File: config.mk
export PLATFORM = sky130hd
export DESIGN_NAME = alu_op_sequencer
export DESIGN_NICKNAME = d
export VERILOG_FILES = /design/src/rtl/alu_op_sequencer.sv
export SDC_FILE = /design/constraint.sdc
export NUM_CORES = 1
export LEC_CHECK = 0
export BUFFER_PORTS_ARGS = -buffer_cell sky130_fd_sc_hd__clkbuf_2
export CAP_MARGIN = 30
export CORE_MARGIN = 1
export CORE_UTILIZATION = 50
export DETAILED_ROUTE_END_ITERATION = 12
export PLACE_DENSITY = 0.78
export SYNTH_ARGS = -nofsm -noshare
export SYNTH_HDL_FRONTEND = slang
export SYNTH_SLANG_ARGS = --single-unit
File: constraint.sdc
create_clock -name clk -period 4.59 [get_ports clk]
set_clock_uncertainty 0.05 [all_clocks]
set_input_delay 1.377 -clock clk [delete_from_list [all_inputs] [get_ports clk]]
set_output_delay 1.377 -clock clk [all_outputs]
set_load 0.01 [all_outputs]
File: src/rtl/alu_op_sequencer.sv
// ALU operand/select initiator: drives ALU_8bit, waits a settle time,
// captures the result and returns it with an accumulator and op counter.
module alu_op_sequencer #(
  parameter int SETTLE_CYCLES = 1,
  parameter int CNT_W         = 16
) (
  input  logic             clk,
  input  logic             rst_n,
  input  logic             cmd_valid,
  output logic             cmd_ready,
  input  logic [7:0]       cmd_a,
  input  logic [7:0]       cmd_b,
  input  logic [3:0]       cmd_sel,
  input  logic             cmd_use_acc,
  output logic [7:0]       alu_a,
  output logic [7:0]       alu_b,
  output logic [3:0]       alu_sel,
  input  logic [7:0]       alu_out,
  input  logic             alu_carry,
  output logic             rsp_valid,
  input  logic             rsp_ready,
  output logic [7:0]       rsp_result,
  output logic             rsp_carry,
  output logic             rsp_err,
  output logic [7:0]       acc,
  output logic [CNT_W-1:0] op_count
);

  typedef enum logic [1:0] {
    IDLE  = 2'd0,
    DRIVE = 2'd1,
    RESP  = 2'd2
  } state_t;

  localparam logic [3:0] CNT_INIT = 4'(SETTLE_CYCLES - 1);
  localparam logic [3:0] SEL_MAX  = 4'b1001;
  localparam logic [CNT_W-1:0] CNT_ONE = {{(CNT_W-1){1'b0}}, 1'b1};

  state_t     state;
  state_t     state_nxt;
  logic [3:0] cnt;
  logic       err;
  logic       accept;
  logic       sample;
  logic       rsp_hs;

  assign accept = (state == IDLE) && cmd_valid;
  assign sample = (state == DRIVE) && (cnt == 4'd0);
  assign rsp_hs = (state == RESP) && rsp_valid && rsp_ready;

  // State register
  always_ff @(posedge clk or negedge rst_n) begin
    if (!rst_n) begin
      state <= IDLE;
    end else begin
      state <= state_nxt;
    end
  end

  // Next-state decode
  always_comb begin
    state_nxt = state;
    unique case (1'b1)
      state == IDLE:  if (cmd_valid) state_nxt = DRIVE;
      state == DRIVE: if (cnt == 4'd0) state_nxt = RESP;
      state == RESP:  if (rsp_ready) state_nxt = IDLE;
      default:        state_nxt = IDLE;
    endcase
  end

  // FSM outputs
  always_comb begin
    cmd_ready = (state == IDLE);
  end

  // Operand launch, settle count, capture, accumulator and op counter
  always_ff @(posedge clk or negedge rst_n) begin
    if (!rst_n) begin
      cnt        <= 4'd0;
      err        <= 1'b0;
      alu_a      <= 8'h00;
      alu_b      <= 8'h00;
      alu_sel    <= 4'h0;
      rsp_valid  <= 1'b0;
      rsp_result <= 8'h00;
      rsp_carry  <= 1'b0;
      rsp_err    <= 1'b0;
      acc        <= 8'h00;
      op_count   <= '0;
    end else begin
      if (accept) begin
        alu_a   <= cmd_use_acc ? acc : cmd_a;
        alu_b   <= cmd_b;
        alu_sel <= cmd_sel;
        err     <= (cmd_sel > SEL_MAX);
        cnt     <= CNT_INIT;
      end
      if (state == DRIVE && cnt != 4'd0) begin
        cnt <= cnt - 4'd1;
      end
      if (sample) begin
        rsp_valid  <= 1'b1;
        rsp_err    <= err;
        rsp_result <= err ? 8'h00 : alu_out;
        rsp_carry  <= err ? 1'b0 : alu_carry;
        if (!err) begin
          acc <= alu_out;
        end
      end
      if (rsp_hs) begin
        rsp_valid <= 1'b0;
        if (op_count != '1) begin
          op_count <= op_count + CNT_ONE;
        end
      end
    end
  end

endmodule

; ---- Yosys cells after proc, flatten, opt, wreduce, memory -nomap -nowiden
; Cells that the tools add are included.
[totals]
reg_bits = 62
in_bits = 34
elab_cells = 46
[classes]
add_sub_neg = 2
eq_ne = 6
mux = 11
n_bitwise = 1
order_cmp = 1
n_reduce_logical = 13
[ops]
columns = op, count
row1 = "16-bit by 1-bit adder with 16-bit output, second input constant", 1
row2 = 8-bit 2-to-1 mux, 2
row3 = "16-bit != test, second input constant", 1
row4 = 4-bit 2-to-1 mux, 2
row5 = 2-bit 2-to-1 mux, 3
row6 = 2-bit case mux with 3 select lines, 1
row7 = 1-bit logical AND, 5
row8 = "4-bit greater-than comparator, second input constant", 1
row9 = 4-bit zero test, 1
row10 = "2-bit != test, second input constant", 2
row11 = 2-bit AND reduction, 2
row12 = 2-bit nonzero test, 2
row13 = 4-bit nonzero test, 1
row14 = "4-bit by 1-bit subtractor with 4-bit output, second input constant", 1
row15 = 1-bit 2-to-1 mux, 3
row16 = 3-bit AND reduction, 1
row17 = "2-bit by 1-bit equality test with 1-bit output, second input constant", 1
row18 = "2-bit equality test, second input constant", 1
row19 = 2-bit zero test, 1
row20 = "2-bit by 1-bit != test with 1-bit output, second input constant", 1
row21 = 1-bit NOT, 1

; ---- Longest topological paths before layout
; Gate-level depths: netlist (run 1).
[depth]
ltp_word = 4
depth_mapped = 7
depth_no_buf = 6

; ---- Worst setup path before layout (run 1)
; OpenSTA, ideal clock, no wires.
[synth_path]
path_kind = input-to-reg
startpoint = input rsp_ready
endpoint = register op_count[1]
path_slack_ps = 2152
stages = 4
t_required_ps = 4415
arrival_ps = 2263
setup_ps = 125
path_cell_list = and4b_1 buf_6 nor2b_1 mux2_4
[synth_via]
elab_chain_cells = 2
[synth_rtl]
columns = item, line_no
row1 = "start, declared", 21  ; input logic rsp_ready,
row2 = 1-bit logical AND, 49  ; assign rsp_hs = (state == RESP) && rsp_valid && rsp_ready;
row3 = 2-bit AND reduction (no line), n/a
row4 = "end signal, assigned", 113  ; op_count <= op_count + CNT_ONE;
row5 = "end, declared", 26  ; output logic [CNT_W-1:0] op_count
; Every way passes these cells.
; A chain may end at the register's enable or synchronous reset.

; ---- Worst setup path in the final report (run 1)
[layout_path]
startpoint = register state[0]
endpoint = output cmd_ready
[layout_via]
elab_chain_cells = 1
[layout_rtl]
columns = item, line_no
row1 = "start, declared", 39  ; state_t state;
row2 = "start signal, assigned", 56  ; state <= state_nxt;
row3 = 2-bit zero test, 73  ; cmd_ready = (state == IDLE);
row4 = "end, declared", 10  ; output logic cmd_ready,
; Every way passes these cells.

==> results by group, run 1 <==
Clock tree
  • Max Buffers Root-to-Sink: 2
  • Sink Count: 62
  • H-tree levels: 3
  • Root Driver: clkbuf_8
  • Clk_lat worst skew: between 300 and 400 ps
  • CTS tree: built
  • Num CTS Buffers: 9
  • Post-CTS Setup Bufs: 0
  • Post-cts resize count: 0
  • Clock Pin Slew Worst Setup and Hold Paths: roughly 70 ps
  • Post-CTS Hold Fix Bufs: 0

Power
  • Leakage: between 1.5 and 2 nW
  • Gate power share: between 30% and 40%
  • Pwr per Cell Area: 639 nW/um^2
  • Cell Int Power: around 0.0015 W
  • Switching Share: between 30% and 40%
  • Clock Power Share: ~27%
  • Net switching power: roughly 0.00074 W
  • Flop pwr share: about two fifths
  • Maximum vdd drop: about 0.45 mV

Timing
  • Endpoints failing hold: 0
  • Max-slew violations: 0
  • RSZ-0062 raised after global routing: no
  • Post-route setup TNS: 0 ps
  • Tmin final: 2500 ps
  • WHS: approximately 430 ps
  • Worst-Margin Slew: roughly 760 ps
  • Crit share post-route: between 50 and 60%
  • Endpoints failing setup: 0
  • Setup WS post-layout: approximately 2100 ps
  • Headroom to the max-slew limit: slightly below 50%
  • Fmax: 400 MHz

Synthesis
  • FF+latch count, synth: 62
  • Post-synth EDFFs: 0
  • Most used flip-flop cell after synthesis: dfrtp_1
  • Largest area contributor in the netlist: dfrtp_1
  • Netlist cell types: 36
  • Synth top area cells: dfrtp_1, nand2_1, mux2_2, xor2_1, o21ai_0
  • Syn_nets: around 280
  • Synth warnings: 0
  • Seq/Total Area, Yosys: 57.5%
  • Average cell area after synthesis: between 10 and 15 sq um
  • Post-Syn Area: ~2700 sq um
  • Synth top area share: about 57%
  • Async set-reset flop share out of synthesis: between 90% and 100%
  • Gate Count Post-Synth: approximately 240

Min path
  • Hold crit path type: register to register

GRT
  • First-pass GRT wire length: around 9 mm
  • GRT Residual Overflow: 0
  • Vias in the first global route: roughly 1.9k
  • Largest net degree at the start of global routing: 35
  • Antenna violations before repair: 0
  • Total global-route track usage: between 20% and 30%

Cells and area
  • Final Core Density: about two thirds
  • Layout cells sized above 1: between 30% and 40%
  • Number of fill cells: about 430
  • Area growth syn-to-layout: 28.9%
  • Final #Nets: roughly 370
  • Commonest non-fill, non-tap cells in the layout: clkbuf_2, dfrtp_1, nand2_1
  • Ant. Diodes: 0
  • Most common cell after layout, fill and taps aside: clkbuf_2

Worst setup path
  • Crit path max-delay cell type: dfrtp_1
  • Req. time, crit path: about 3200 ps
  • Worst Setup End Kind: output pin
  • Crit start category: register
  • Type of the worst setup path: register to output pin
  • CP peak stage delay: between 400 and 500 ps
  • Worst-path cell chain: nor2_1 > clkbuf_2
  • Crit Path Max Fanout: 6
  • Arrival time worst endpoint: 1070 ps

Detailed routing
  • Drc violations: 0
  • DRT antenna net count: 0
  • WL/cell: between 10 and 15 um
  • Drt initial violations: approximately 110
  • DRT Wirelength: 5.59 mm
  • DR vias: roughly 2.1k
  • DR pass1 iterations: 4
  • Via-to-Cell Ratio: around 5.1

Floorplanning
  • Starting density of the core: between 50% and 60%
  • IO Pins: 90
  • Die Width: approximately 75 um
  • # rows: 26
  • Full die area: approximately 5700 sq um
  • Die Ht: 75.5 um
  • Core area: between 5000 and 6000 sq um

Placement
  • HPWL Detailed: just under 4 mm
  • Gpl congestion: 0.862
  • Post-Place Setup Slack: approximately 1900 ps
  • IO buf count: a little under 90

Flow run
  • Max Cap Viol: 0

Run status
  • Status: finished, final reports clean
-- critical path: cells and delay by family (launching register included) --
family | cells | cell delay [ps]
buffers and inverters | 1 | 160
DFF | 1 | 420
and+or+nand+nor | 1 | 170
-- through the flow --
step | std cells | power, W | instance area, sq um
final | 412 | 0.00222 | 3480
after global routing | 412 | 0.00239 | 3480
after CTS | 411 | 0.00222 | 3450
after detailed placement | 395 | 0.00162 | 3200
after global placement | 395 | 0.00159 | 3200
after floorplan | 243 | 0.00134 | 2700
-- cells by family (layout without fill, tap and decap cells) --
group,count (synthesis),after routing,synth area share [%]
compound gates,33,33,7.37
xor+xnor,13,13,4.22
fa+ha+maj,2,2,0.927
buf+inv,11,110,1.90
flops,62,62,57.5
mux,19,19,7.70
simple gates,103,103,20.4
-- power by group through the flow --
stage / sequential (W) / clock (W) / combinational, W
6_report: 0.000893 / 0.000597 / 0.000734
5_1_grt: 0.000923 / 0.000630 / 0.000833
4_1_cts: 0.000894 / 0.000605 / 0.000724
3_5_place_dp: 0.000901 / 0 / 0.000716
3_3_place_gp: 0.000893 / 0 / 0.000695
2_1_floorplan: 0.000960 / 0 / 0.000376
-- worst paths after layout --
kind | from | depth (start not counted) | endpoint | slack (ps)
setup / recovery | state[0] | 2 | cmd_ready | 2090
hold / removal | alu_b[5] | 2 | alu_b[5] | 430
setup reg to reg | cnt[0] | 6 | acc[6] | 2330
hold reg to reg | alu_b[5] | 2 | alu_b[5] | 430
max in group asynchronous | rst_n | 2 | rsp_valid | 2690
min in group asynchronous | rst_n | 1 | rsp_result[6] | 1050
-- registers in the layout, indices dropped and copies added, names as in the netlist --
register	flops
cnt	4
op_count	16
alu_a	8
rsp_err	1
rsp_result	8
rsp_carry	1
acc	8
err	1
alu_b	8
state	2
rsp_valid	1
alu_sel	4
-- routing by layer --
layer	track usage (%)	vias to the layer above	share of wire (%)
met4	11.5	0	2.0
met2	33.8	63	48
li1	-	1025	-
met5	0	-	0
met3	4.89	11	4.9
met1	28.5	1006	45
-- final cells by class --
cell class	count	area, sq um	share of cell area (%)
well taps	70	87.6	2.52
flip-flops and latches	62	1550	44.6
clock inverters	3	90.1	2.59
inverters	2	7.51	0.216
multi-input cells	170	1100	31.5
clock buffers	13	159	4.57
repair buffers	92	488	14.0
-- synth_stat cells (2+ instances only) --
cell	instances
mux2i_1	8
nand3_1	5
ha_1	2
xor2_1	12
buf_2	2
dfrtp_1	62
o21ai_0	19
nor3_1	5
a31oi_1	3
nand4_4	2
nand2_1	58
nor4_2	2
nor2b_1	2
clkbuf_1	6
nand2b_1	3
and3_2	2
a21oi_1	2
inv_1	2
nand4_1	6
a22o_1	8
mux2_2	10
nor2_1	8
No activity file was read; power rests on OpenSTA's default activity.
==> inputs of run 2 (changes only) <==
--- a/config.mk
+++ b/config.mk
@@ -5,12 +5,13 @@
 export SDC_FILE = /design/constraint.sdc
 export NUM_CORES = 1
 export LEC_CHECK = 0
+export ABC_AREA = 1
 export BUFFER_PORTS_ARGS = -buffer_cell sky130_fd_sc_hd__clkbuf_2
 export CAP_MARGIN = 30
 export CORE_MARGIN = 1
 export CORE_UTILIZATION = 50
 export DETAILED_ROUTE_END_ITERATION = 12
-export PLACE_DENSITY = 0.78
+export PLACE_DENSITY = 0.77
 export SYNTH_ARGS = -nofsm -noshare
 export SYNTH_HDL_FRONTEND = slang
 export SYNTH_SLANG_ARGS = --single-unit
==> constraint.sdc (replaced) <==
create_clock -name clk -period 2.6 [get_ports clk]
set_clock_uncertainty 0.05 [all_clocks]
set_input_delay 0.78 -clock clk [delete_from_list [all_inputs] [get_ports clk]]
set_output_delay 0.78 -clock clk [all_outputs]
set_load 0.01 [all_outputs]
==> run 2 against run 1 <==
Against the previous run: sequential power up 75%; total power up 66%; hold slack worse by 40 ps; synthesized area up 6.9%; final cell count up 27%; highest routed layer unchanged; clock power up 42%.
==> results by group, run 2 <==
Run status
  • Status: finished, final reports clean

Detailed routing
  • Drc violations: 0 (unchanged)
  • DRT Wirelength: 6.22 mm (+11%)
  • Drt initial violations: 185 (+75%)
  • DR vias: 2541 (+21%)
  • DRT antenna net count: 0 (unchanged)
  • DR pass1 iterations: 4 (unchanged)
  • WL/cell: 11.8 um (-13%)
  • Via-to-Cell Ratio: 4.84 (-5.3%)

Synthesis
  • Post-Syn Area: 2890 sq um (+6.9%)
  • Post-synth top cells: nand2_1, dfrtp_1, inv_1
  • FF+latch count, synth: 62 (unchanged)
  • Async set-reset flop share out of synthesis: 100% (unchanged)
  • Average cell area after synthesis: 8.15 sq um (-27%)
  • Most used flip-flop cell after synthesis: dfrtp_1
  • Synth warnings: 0 (unchanged)
  • Post-synth EDFFs: 0 (unchanged)
  • Netlist cell types: 22 (-39%)
  • Synth top area share: 53.8% (-3.7 points)
  • Synth top area cells: dfrtp_1, nand2_1, o21ai_1, inv_1, nand3_1
  • Seq/Total Area, Yosys: 53.8% (-3.7 points)
  • Gate Count Post-Synth: 354 (+46%)
  • Syn_nets: 390 (+40%)
  • Largest area contributor in the netlist: dfrtp_1
  • Most common cell in the netlist: nand2_1

Floorplanning
  • Core area: 5540 sq um (+7.8%)
  • # rows: 27 (+3.8%)
  • Starting density of the core: 52.1% (-0.43 points)
  • Die Ht: 78.0 um (+3.3%)
  • IO Pins: 90 (unchanged)
  • Full die area: 6080 sq um (+6.7%)
  • Die Width: 78.0 um (+3.3%)

Worst setup path
  • Reg2reg start: cnt[0]
  • Delay-heaviest family, CP: flip-flops
  • Worst R2R Setup Slack: 760 ps (-1570 ps)
  • Crit path max-delay cell type: dfrtp_1
  • Worst-path cell chain: nor2_1 > clkbuf_2
  • Crit start category: register
  • Worst Setup End Kind: output pin
  • Type of the worst setup path: register to output pin
  • R2R Path End: acc[6]
  • CP Launch Point: state[1]
  • Crit Path Max Fanout: 3 (-3)
  • Levels on crit path: 2 (unchanged)
  • Buffer and inverter count on the worst path: 1 (unchanged)
  • Req. time, crit path: 1770 ps (-1390 ps)
  • CP peak stage delay: 410 ps (about the same)
  • Setup crit end: cmd_ready
  • R2R depth: 8 (+2)
  • Arrival time worst endpoint: 1050 ps (-20 ps)

Cells and area
  • Final #Nets: 484 (+30%)
  • Seq. cell area: 1550 sq um (unchanged)
  • Layout cells sized above 1: 29.1% (-8.3 points)
  • Ant. Diodes: 0 (unchanged)
  • Biggest register: op_count
  • Number of fill cells: 492 (+14%)
  • Area growth syn-to-layout: 24.8%
  • Most common cell after layout, fill and taps aside: nand2_1
  • Max FFs per register: 16 (unchanged)
  • Multi-input gate area: 1160 sq um (+5.5%)
  • Final Instance Area: 3600 sq um (+3.5%)
  • Commonest non-fill, non-tap cells in the layout: nand2_1, clkbuf_2, dfrtp_1

Clock tree
  • Clock Pin Slew Worst Setup and Hold Paths: 70 ps (about the same)
  • Sink Count: 62 (unchanged)
  • Post-CTS Setup Bufs: 0 (unchanged)
  • Post-cts resize count: 0 (unchanged)
  • Post-CTS Hold Fix Bufs: 0 (unchanged)
  • Num CTS Buffers: 9 (unchanged)
  • Max Buffers Root-to-Sink: 2 (unchanged)
  • Root Driver: clkbuf_8
  • H-tree levels: 3 (unchanged)
  • CTS tree: built
  • Clk_lat worst skew: 330 ps (about the same)

Timing
  • Headroom to the max-slew limit: 72.0% (+22 points)
  • Endpoints failing setup: 0 (unchanged)
  • Tmin final: around 1900 ps
  • Endpoints failing hold: 0 (unchanged)
  • Max-slew violations: 0 (unchanged)
  • Crit share post-route: 72.3%
  • Fmax: ~530 MHz
  • RSZ-0062 raised after global routing: no
  • Worst-Margin Slew: 419 ps (-338 ps)
  • Post-route setup TNS: 0 ps (unchanged)

Placement
  • HPWL Detailed: 4.50 mm (+16%)
  • IO buf count: 89 (unchanged)
  • Gpl congestion: 0.766 (-11%)
  • Placed Area: 3400 sq um (+6.1%)

Power
  • Pwr per Cell Area: 1030 nW/um^2 (+61%)
  • Maximum vdd drop: 0.533 mV (+18%)
  • Leakage: 2.05 nW (+8.7%)

GRT
  • GRT Residual Overflow: 0 (unchanged)
  • Total global-route track usage: 23.0% (+1.3 points)
  • Vias in the first global route: 2318 (+20%)
  • Antenna violations before repair: 0 (unchanged)
  • First-pass GRT wire length: 10.7 mm (+19%)
  • Largest net degree at the start of global routing: 63 (+80%)

Flow run
  • Max Cap Viol: 0 (unchanged)

Min path
  • Hold crit path type: primary input to async pin
## run 2: layout make-up
class	instances	share of cell area, %
Tap cell	72	2.50
Clock buffer	13	4.41
Multi-Input combinational cell	250	32.1
Inverter	34	3.55
Clock inverter	3	1.18
Sequential cell	62	43.1
Timing Repair Buffer	91	13.1
## run 2: worst min-delay path by stage
stage               startpoint  depth (start not counted)            to  slack (ps)
floorplan                rst_n                          0        acc[0]         430
global placement      alu_b[4]                          2      alu_b[4]         410
detailed placement  alu_sel[2]                          2    alu_sel[2]         410
CTS                      rst_n                          2        cnt[0]         400
global route             rst_n                          2  op_count[12]         430
finish                   rst_n                          2   op_count[6]         390
## run 2: where the power goes
group / leakage, nW / switching, W / internal [W]
Sequential: 0.788 / 0.000235 / 0.00133
Clock: 0.0996 / 0.000355 / 0.000494
Combinational: 1.16 / 0.000785 / 0.000496
Total: 2.05 / 0.00138 / 0.00232
## run 2: metal layers
layer | wire [um] | global-route usage (%) | share of wire [%]
met1 | 2860 | 30.0 | 46
met2 | 2890 | 36.5 | 47
met3 | 401 | 7.18 | 6.4
met4 | 61 | 7.41 | 0.98
met5 | 0 | 0 | 0
## run 2: stage by stage
| stage | utilization [%] | setup slack [ps] | hold WS (ps) | power [W] | instances |
|---|---|---|---|---|---|
| detailed placement | 61.3 | 739 | 414 | 0.00287 | 509 |
| CTS | 65.0 | 685 | 402 | 0.00373 | 525 |
| finish | 65.0 | 720 | 387 | 0.00369 | 525 |
| global placement | 61.3 | 779 | 413 | 0.00283 | 509 |
| floorplan | - | 1030 | 434 | 0.00235 | 354 |
| global route | 65.0 | 534 | 432 | 0.00398 | 525 |
## run 2: cells by family after synthesis
family	after synthesis	synth area share, %
AO/OA/AOI/OAI	32	5.59
flip-flops	62	53.8
XOR/XNOR	4	1.21
adder cells (fa/ha/maj)	2	0.867
AND/OR/NAND/NOR	212	32.4
buffers and inverters	42	6.16
==> inputs of run 3 (changes only) <==
--- a/config.mk
+++ b/config.mk
@@ -9,9 +9,9 @@
 export BUFFER_PORTS_ARGS = -buffer_cell sky130_fd_sc_hd__clkbuf_2
 export CAP_MARGIN = 30
 export CORE_MARGIN = 1
-export CORE_UTILIZATION = 50
+export CORE_UTILIZATION = 46
 export DETAILED_ROUTE_END_ITERATION = 12
-export PLACE_DENSITY = 0.77
+export PLACE_DENSITY = 0.75
 export SYNTH_ARGS = -nofsm -noshare
 export SYNTH_HDL_FRONTEND = slang
 export SYNTH_SLANG_ARGS = --single-unit
==> constraint.sdc (replaced) <==
create_clock -name clk -period 1.53 [get_ports clk]
set_clock_uncertainty 0.05 [all_clocks]
set_input_delay 0.459 -clock clk [delete_from_list [all_inputs] [get_ports clk]]
set_output_delay 0.459 -clock clk [all_outputs]
set_load 0.01 [all_outputs]
==> run 3 against run 2 <==
Against the previous run: sequential share of layout area shrank 5.9 points; via count increased by 11%; the flow now finishes with violations (negative setup slack); largest cell class unchanged; critical path type is now register to register; final cell count grew 7.6%; flip-flop and latch count stayed put; hold slack worse by 330 ps; highest routed layer unchanged; register-to-register slack worse by 770 ps; critical endpoint is now acc[0].
==> results by group, run 3 (same netlist as run 2, synthesis figures left out) <==
Worst setup path
  • Worst-path cell chain: inv_2 > ha_4 > nand2_4 > nor2_4 > nand2_2 > nor2_4 > clkbuf_16 > nand2_2 > o21ai_1
  • Buffer and inverter count on the worst path: 2 (+1)
  • CP peak stage delay: 390 ps (-20 ps)
  • Arrival time worst endpoint: 1770 ps (+720 ps)
  • Worst R2R Setup Slack: -10 ps (-770 ps)
  • Delay-heaviest family, CP: simple AND/OR/NAND/NOR gates
  • Crit start category: register
  • Crit Path Max Fanout: 4 (+1)
  • Type of the worst setup path: register to register
  • Crit path max-delay cell type: dfrtp_1
  • Req. time, crit path: 1760 ps (about the same)
  • Worst Setup End Kind: register

Clock tree
  • CTS tree: built
  • Sink Count: 62 (unchanged)
  • Clock Pin Slew Worst Setup and Hold Paths: 80 ps (about the same)
  • Num CTS Buffers: 9 (unchanged)
  • H-tree levels: 3 (unchanged)
  • Root Driver: clkbuf_8
  • Post-CTS Hold Fix Bufs: 0 (unchanged)
  • Max Buffers Root-to-Sink: 2 (unchanged)
  • Clk_lat worst skew: 350 ps (+20 ps)

Min path
  • Hold crit path type: primary input to async pin

Floorplanning
  • Core area: 5990 sq um (+8.1%)
  • Starting density of the core: 48.2% (-3.9 points)
  • IO Pins: 90 (unchanged)
  • Die Width: 81.2 um (+4.1%)
  • Die Ht: 81.2 um (+4.1%)
  • Full die area: 6590 sq um (+8.5%)
  • # rows: 28 (+3.7%)

GRT
  • First-pass GRT wire length: 11.3 mm (+6.1%)
  • Met2 Resource Use GR: 39.4% (+2.9 points)
  • Antenna violations before repair: 0 (unchanged)
  • Gr busiest metal: met2
  • Largest net degree at the start of global routing: 63 (unchanged)
  • Vias in the first global route: 2581 (+11%)
  • Total global-route track usage: 23.0% (about the same)
  • GRT met3 Usage: 6.63% (-0.55 points)
  • GRT Residual Overflow: 0 (unchanged)
  • GR Util met1: 27.0% (-3.0 points)

Placement
  • Gpl congestion: 0.819 (+7.0%)
  • Post-Place Setup Slack: 22.6 ps (-717 ps)
  • HPWL Detailed: 4.68 mm (+4.0%)
  • IO buf count: 89 (unchanged)

Cells and area
  • Layout cells sized above 1: 42.4% (+13 points)
  • Area growth syn-to-layout: 44.8%
  • Commonest non-fill, non-tap cells in the layout: nand2_1, clkbuf_2, dfrtp_1
  • Final Core Density: 69.8% (+4.8 points)
  • Ant. Diodes: 0 (unchanged)
  • Max FFs per register: 16 (unchanged)
  • Most common cell after layout, fill and taps aside: nand2_1
  • Biggest register: op_count
  • Final #Nets: 521 (+7.6%)

Detailed routing
  • Via-to-Cell Ratio: 4.98 (+2.9%)
  • DR vias: 2813 (+11%)
  • DRT Wirelength: 7.81 mm (+26%)
  • DRT antenna net count: 0 (unchanged)
  • DR pass1 iterations: 4 (unchanged)
  • Drc violations: 0 (unchanged)
  • WL/cell: 13.8 um (+17%)
  • Drt initial violations: 97 (-48%)

Timing
  • RSZ-0062 raised after global routing: yes
  • Tmin final: around 1500 ps
  • Headroom to the max-slew limit: 77.6% (+5.6 points)
  • Worst-Margin Slew: 335 ps (-83.1 ps)
  • Endpoints failing setup: 7 (+7)
  • Crit share post-route: 101%
  • Setup WS post-layout: -10.9 ps (-730 ps)
  • Endpoints failing hold: 0 (unchanged)
  • Fmax: between 600 and 700 MHz
  • Max-slew violations: 0 (unchanged)

Run status
  • Failing checks: negative setup slack
  • Status: complete, but fails checks

Power
  • Pwr per Cell Area: 1750 nW/um^2 (+71%)
  • Leakage: 2.33 nW (+14%)
  • Maximum vdd drop: 0.994 mV (+86%)

Flow run
  • Max Cap Viol: 0 (unchanged)
[run 3: changes by cell type in the layout (fill, tap and decap cells not counted), sizes merged]
cell,before,now
nand2,164,165
buf,2,40
nand4,5,6
clkinv,1,2
bufinv,1,2
clkinvlp,1,2
clkbuf,102,95
inv,34,35
[run 3: area by class of cell]
type                    instances  area [sq um]
clock buffers                   9           124
clock inverters                 7          97.6
fillers                       446          1810
inverters                      34           130
multi-input cells             252          1330
flip-flops and latches         62          1560
well taps                      75          93.8
repair buffers                126           847
[run 3: worst reg2reg max path, cell delays in order, from the launching register on]
cell       delay (ps)
dfrtp_1           390
inv_2              90
ha_4              160
nand2_4            60
nor2_4            110
nand2_2            80
nor2_4            230
clkbuf_16         200
nand2_2            50
o21ai_1            60
[run 3: stage by stage]
step	instance area, sq um	total power [W]	hold slack, ps	setup TNS (ps)	std cells
after detailed placement	3530	0.00507	416	0	527
final	4180	0.00733	53.5	-49.6	565
after global routing	4180	0.00780	90.1	-789	565
after CTS	3800	0.00678	69.9	-17.4	548
after floorplan	2890	0.00399	113	0	354
after global placement	3530	0.00496	413	0	527
[run 3: layer usage]
metal / share of wire (%) / vias to the layer above
li1: - / 1357
met1: 41 / 1342
met2: 51 / 94
met3: 5.6 / 20
met4: 2.3 / 0
met5: 0 / -
[run 3: where the power goes]
part	total (W)	internal [W]	switching, W
combinational	0.00305	0.00135	0.00170
clock	0.00163	0.000922	0.000706
sequential	0.00265	0.00225	0.000395
total	0.00733	0.00453	0.00280
[run 3: path summary, 6_finish.rpt]
kind | start | end | depth (start not counted)
max | cnt[1] | acc[0] | 9
max reg2reg | cnt[1] | acc[0] | 9
min | rst_n | op_count[15] | 2
min in group clk | cmd_b[3] | alu_b[3] | 3
max in group asynchronous | rst_n | op_count[10] | 2
min reg2reg | alu_b[2] | alu_b[2] | 2
[run 3: what timing repair did]
| item | in CTS | in global routing |
|---|---|---|
| gates resized for setup | 5 | 62 |
| setup endpoints to repair | 7 | 33 |
| pin swaps | 0 | 18 |
| cloned | 0 | 5 |
| setup buffers | 5 | 12 |
